===== src/rtl/uart_rx_deser_param.sv =====
// Serial-to-parallel deserializer for the UART receive path: one bit per
// oversampled period, LSB- or MSB-first. Optional macro PARITY_CALC_EN adds data_parity.
module uart_rx_deser_param #(
  parameter int DATA_WIDTH = 8,
  parameter int PRESC_W    = 6
) (
  input  logic                          CLK,
  input  logic                          RST,
  input  logic                          sampled_bit,
  input  logic                          deser_en,
  input  logic [PRESC_W-1:0]            edge_cnt,
  input  logic [PRESC_W-1:0]            Prescale,
  input  logic                          msb_first,
  output logic [DATA_WIDTH-1:0]         P_DATA,
  output logic                          data_valid,
  output logic [$clog2(DATA_WIDTH)-1:0] bit_idx,
`ifdef PARITY_CALC_EN
  output logic                          busy,
  output logic                          data_parity
`else
  output logic                          busy
`endif
);

  localparam int IDX_W = $clog2(DATA_WIDTH);
  localparam logic [IDX_W-1:0] LAST_IDX = IDX_W'(DATA_WIDTH - 1);

  // data_valid is a one-cycle strobe with no back-pressure: P_DATA is stable
  // from the data_valid cycle until the next completion, and the consumer
  // must take it within that window.
  typedef enum logic {S_IDLE = 1'b0, S_SHIFT = 1'b1} state_t;

  state_t                  state_q, state_nxt;
  logic [IDX_W-1:0]        idx_q, idx_nxt;
  logic                    order_q;
  logic                    order_eff;
  logic [DATA_WIDTH-1:0]   shift_q, shift_nxt;
  logic [DATA_WIDTH-1:0]   p_data_q;
  logic                    dv_q;
  logic                    done;
  logic [PRESC_W-1:0]      presc_m1;
  logic                    presc_ok;
  logic                    stb;

  assign presc_m1 = Prescale - PRESC_W'(1);
  assign presc_ok = (Prescale >= PRESC_W'(2));
  assign stb      = deser_en && presc_ok && (edge_cnt == presc_m1);

  // The first bit of a word uses the live msb_first; later bits use the latch.
  assign order_eff = (idx_q == '0) ? msb_first : order_q;
  assign shift_nxt = order_eff ? {shift_q[DATA_WIDTH-2:0], sampled_bit}
                               : {sampled_bit, shift_q[DATA_WIDTH-1:1]};

  always_comb begin
    state_nxt = state_q;
    idx_nxt   = idx_q;
    done      = 1'b0;
    if (!deser_en) begin
      state_nxt = S_IDLE;
      idx_nxt   = '0;
    end else if (stb) begin
      if (idx_q == LAST_IDX) begin
        state_nxt = S_IDLE;
        idx_nxt   = '0;
        done      = 1'b1;
      end else begin
        state_nxt = S_SHIFT;
        idx_nxt   = idx_q + IDX_W'(1);
      end
    end
  end

  always_ff @(posedge CLK or posedge RST) begin
    if (RST) begin
      state_q  <= S_IDLE;
      idx_q    <= '0;
      order_q  <= 1'b0;
      shift_q  <= '0;
      p_data_q <= '0;
      dv_q     <= 1'b0;
    end else begin
      state_q <= state_nxt;
      idx_q   <= idx_nxt;
      dv_q    <= done;
      if (stb) shift_q <= shift_nxt;
      if (stb && (idx_q == '0)) order_q <= msb_first;
      // Load from shift_nxt so the word appears one cycle after its last strobe.
      if (done) p_data_q <= shift_nxt;
    end
  end

`ifdef PARITY_CALC_EN
  logic parity_q;
  always_ff @(posedge CLK or posedge RST) begin
    if (RST)       parity_q <= 1'b0;
    else if (done) parity_q <= ^shift_nxt;
  end
  assign data_parity = parity_q;
`endif

  assign P_DATA     = p_data_q;
  assign data_valid = dv_q;
  assign bit_idx    = idx_q;
  assign busy       = (state_q == S_SHIFT);

endmodule


===== config.mk =====
export PLATFORM = sky130hd
export DESIGN_NAME = uart_rx_deser_param
export DESIGN_NICKNAME = d
export VERILOG_FILES = /design/src/rtl/uart_rx_deser_param.sv
export SDC_FILE = /design/constraint.sdc
export NUM_CORES = 1
export LEC_CHECK = 0
export ABC_AREA = 1
export CAP_MARGIN = 0
export CELL_PAD_IN_SITES_DETAIL_PLACEMENT = 1
export CELL_PAD_IN_SITES_GLOBAL_PLACEMENT = 1
export CORE_AREA = 2 2 66 68
export DETAILED_ROUTE_END_ITERATION = 8
export DIE_AREA = 0 0 68 70
export PLACE_DENSITY = 0.84
export SETUP_SLACK_MARGIN = 0.02
export SLEW_MARGIN = 20
export SYNTH_ARGS = -nofsm -noshare
export SYNTH_HDL_FRONTEND = slang
export SYNTH_SLANG_ARGS = --single-unit

===== constraint.sdc =====
create_clock -name CLK -period 1.75 [get_ports CLK]
set_input_delay 0.4375 -clock CLK [delete_from_list [all_inputs] [get_ports CLK]]
set_output_delay 0.4375 -clock CLK [all_outputs]
set_load 0.005 [all_outputs]

==> results.rst <==
.. list-table::
   :header-rows: 1

   * - Metric
     - Value
   * - Status
     - completed
   * - Warning count from the yosys run
     - 0
   * - Clock latency of the later-clocked register in the worst-skew pair
     - 270 ps
   * - Cell total after placement
     - 280
   * - Area occupied by multi-input gates
     - 890 sq um
   * - Effective utilization at floorplan
     - 0.327
   * - DIE AREA
     - 4760 sq um
   * - Gr ovfl total
     - 0
   * - Final net count
     - 275
   * - Final instance count without filler cells
     - 304
   * - #FFs+latches synth
     - 22
   * - Met2 Wirelength
     - 2.97 mm
   * - Tightest Pin Transition
     - 335 ps
   * - Final routed DRC violation total
     - 0
   * - Maximum vdd drop
     - 0.000623 V
   * - Final cycle utilization of the critical path
     - 0.979
   * - Row Count
     - 24
   * - Largest net degree at the start of global routing
     - 23
   * - Post-synthesis instance area
     - 1360 sq um
   * - Static Leakage
     - 1.17 nW
   * - Area share of the leading cell type in the synthesized netlist
     - 0.406
   * - DIE WIDTH
     - 68 um
   * - Data arrival time of the critical path
     - 1920 ps
   * - Total power density per cell area
     - 642 nW/um^2
   * - Max cap viols
     - 0
   * - Cell type contributing the most total cell area after synthesis
     - dfrtp_1
   * - Yosys cell types
     - 20
   * - Final ANT Viol Nets
     - 0
   * - Average cell area after synthesis
     - 7.14 sq um
   * - Buffer depth of the longest clock path
     - 2
   * - Worst Hold End
     - P_DATA[1]$_DFFE_PP0P_
   * - Capturing point of the worst reg2reg path
     - shift_q[4]$_DFFE_PP0P_
   * - Vias per std cell
     - 5.13
   * - Worst Skew
     - 6.21 ps
   * - Leading post-synthesis cells by cell area
     - dfrtp_1 41%, nand2_1 22%, nand3_1 10%
   * - TritonCTS clock tree
     - yes
   * - Worst Setup Path Type
     - in -> reg
   * - H-tree Lvls
     - 1
   * - Reg-to-reg slack, setup
     - 80 ps
   * - Fin crit period
     - 1710 ps
   * - Hold Slack
     - 482 ps
   * - Async set-reset flop share out of synthesis
     - 1.00
   * - Seq/Total Area, Yosys
     - 0.406
   * - CTS clock-pin slew for the worst setup and hold paths
     - 90 ps
   * - Final routed wire length divided by cell count
     - 18.2 um
   * - Least setup slack across all paths after layout
     - 36.2 ps
   * - Length in cells of the worst reg-to-reg path
     - 8
   * - Area used by sequential logic in the layout
     - 552 sq um
   * - I/O Buffers
     - 29
   * - Most used DFF post-synth
     - dfrtp_1
   * - Number of clock sinks
     - 22
   * - Floorplan Core Area
     - 4140 sq um
   * - WHS Path Cells
     - 2
   * - Worst Path Required
     - 1960 ps
   * - Library cell used as clock root buffer
     - clkbuf_8
   * - Dominant cell by count in the synthesized netlist
     - nand2_1
   * - Hold-fix buffers at CTS
     - 0
   * - Vias in the first global route
     - 1589
   * - TritonCTS Buffers
     - 3
   * - Post-detailed-placement half-perimeter wirelength
     - 2.61 mm
   * - Y dimension of the die
     - 70 um
   * - Initial antenna violation count
     - 0
   * - Final hold violation count
     - 0
   * - Worst rel slew slack
     - 0.777
   * - List of most frequent post-synthesis cells
     - 79 x nand2_1, 27 x nand3_1, 22 x dfrtp_1, 22 x inv_1, 7 x nor2_1
   * - Number of nets produced by synthesis
     - 212
   * - Number of antenna cells inserted
     - 0
   * - Met3 Routed Length
     - 157 um
   * - Biggest fanout along the worst timing path
     - 5
   * - Global-route usage over all layers
     - 0.212
   * - Length of the first detailed-routing pass in iterations
     - 4
   * - Vias
     - 1561
   * - Origin of the critical flop-to-flop path
     - bit_idx[1]$_DFFE_PP0P_
   * - Crit end category
     - register
   * - Detailed-routing wirelength on met1
     - 2.27 mm
   * - Sum of routed wire length over all layers
     - 5.52 mm
   * - Total design power
     - 1.44 mW
   * - Post-placement setup slack
     - -624 ps
   * - Number of setup violations in the final report
     - 0
   * - Beginning of the worst hold path
     - P_DATA[1]$_DFFE_PP0P_
   * - Number of max-slew violations in the final report
     - 0
   * - Area growth, synth to finish
     - 65.0%
   * - Max frequency
     - 584 MHz
   * - Ports placed on the boundary
     - 30
   * - Critical path launch point type
     - input port
   * - Number of flops mapped to enable cells by yosys
     - 0
   * - Layout cell share with drive strength beyond 1
     - 0.345
   * - Worst hold path class
     - reg -> reg
   * - First-pass GRT wire length
     - 7.58 mm
   * - Top layer reached by signal wires
     - met4
   * - Synth Instances
     - 190
   * - Final GP Congestion
     - 0.846
   * - Detailed Route Iter0 Violations
     - 82
   * - # fillers
     - 512
   * - Start point of the critical path
     - edge_cnt[3]
==> through the flow <==
stage	area, sq um	TNS, ps	utilization
6_report	2240	0	0.540
5_1_grt	2240	-412	0.540
4_1_cts	2070	0	0.500
3_5_place_dp	1790	-11940	0.432
3_3_place_gp	1790	-10580	0.432
2_1_floorplan	1360	0	-
==> timing repair <==
action | 4_1_cts | 5_1_grt
buffers inserted | 7 | 10
gates resized for setup | 39 | 42
endpoints found under the setup margin | 22 | 23
pin swaps | 17 | 25
gates cloned | 3 | 2
==> worst max-delay path, stage by stage <==
cell and delay (ps):
dlygate4sd2_1 260, inv_1 60, nand2_1 90, nand2_1 100
nand3_1 100, nand2_2 100, buf_4 110, nand3_2 70
nor2_4 180, buf_6 150, buf_16 110, nand2_1 70
nand2_1 90
==> registers in the layout, summed over array words and instances (netlist names) <==
signal      cells
bit_idx         3
P_DATA          8
busy            1
data_valid      1
order_q         1
shift_q         8
==> cells in the final DEF, fill, tap and decap left out <==
cell type	instances
nor2_4	5
nor2_1	5
buf_6	8
o21ai_2	3
dfrtp_1	21
nand3_2	6
nand2_1	65
nand2_2	17
clkbuf_8	3
nand3_4	4
ha_4	2
nor2_2	4
o21ai_1	4
xnor2_1	1
dfrtp_2	1
a21oi_2	1
nand3_1	20
a21oi_4	1
inv_2	4
dlygate4sd2_1	2
clkdlybuf4s50_1	17
xor2_1	1
ha_1	2
buf_4	20
buf_16	1
bufinv_16	1
buf_2	1
nand3b_1	1
buf_12	1
ha_2	1
inv_1	18
nand2_4	2
dlymetal6s2s_1	5
clkdlybuf4s15_1	3
clkbuf_2	1
==> kinds of logic (layout without fill, tap and decap cells) <==
family          Yosys count  in the layout  synth area share
buf+inv                  26             85            0.0849
simple gates            126            129             0.411
xor+xnor                  2              2            0.0129
fa+ha+maj                 5              5            0.0461
flops                    22             22             0.406
compound gates            9              9            0.0387
==> routing by layer <==
| metal | up-vias | GRT usage |
|---|---|---|
| li1 | 723 | - |
| met2 | 36 | 0.389 |
| met3 | 12 | 0.0370 |
| met5 | - | 0 |
| met1 | 790 | 0.240 |
| met4 | 0 | 0.0667 |
==> report_power, final <==
group	switching (mW)	internal [mW]
clock	0.182	0.306
combinational	0.217	0.150
sequential	0.0289	0.553
total	0.427	1.01
==> how the worst max path moves through the flow <==
stage | endpoint | slack, ps | depth (start not counted)
6_report | shift_q[2]$_DFFE_PP0P_ | 40 | 13
3_5_place_dp | P_DATA[6]$_DFFE_PP0P_ | -620 | 11
2_1_floorplan | shift_q[7]$_DFFE_PP0P_ | 60 | 11
3_3_place_gp | P_DATA[0]$_DFFE_PP0P_ | -550 | 11
5_1_grt | shift_q[2]$_DFFE_PP0P_ | -60 | 11
4_1_cts | P_DATA[6]$_DFFE_PP0P_ | 8 | 9
==> final cells by class <==
type,instances,share of cell area
clock buffer,3,0.0184
multi-input combinational,145,0.397
sequential,22,0.247
tap,52,0.0291
clock inverter,1,0.0134
inverter,22,0.0369
timing repair buffer,59,0.258
No activity file was read; power rests on OpenSTA's default activity.
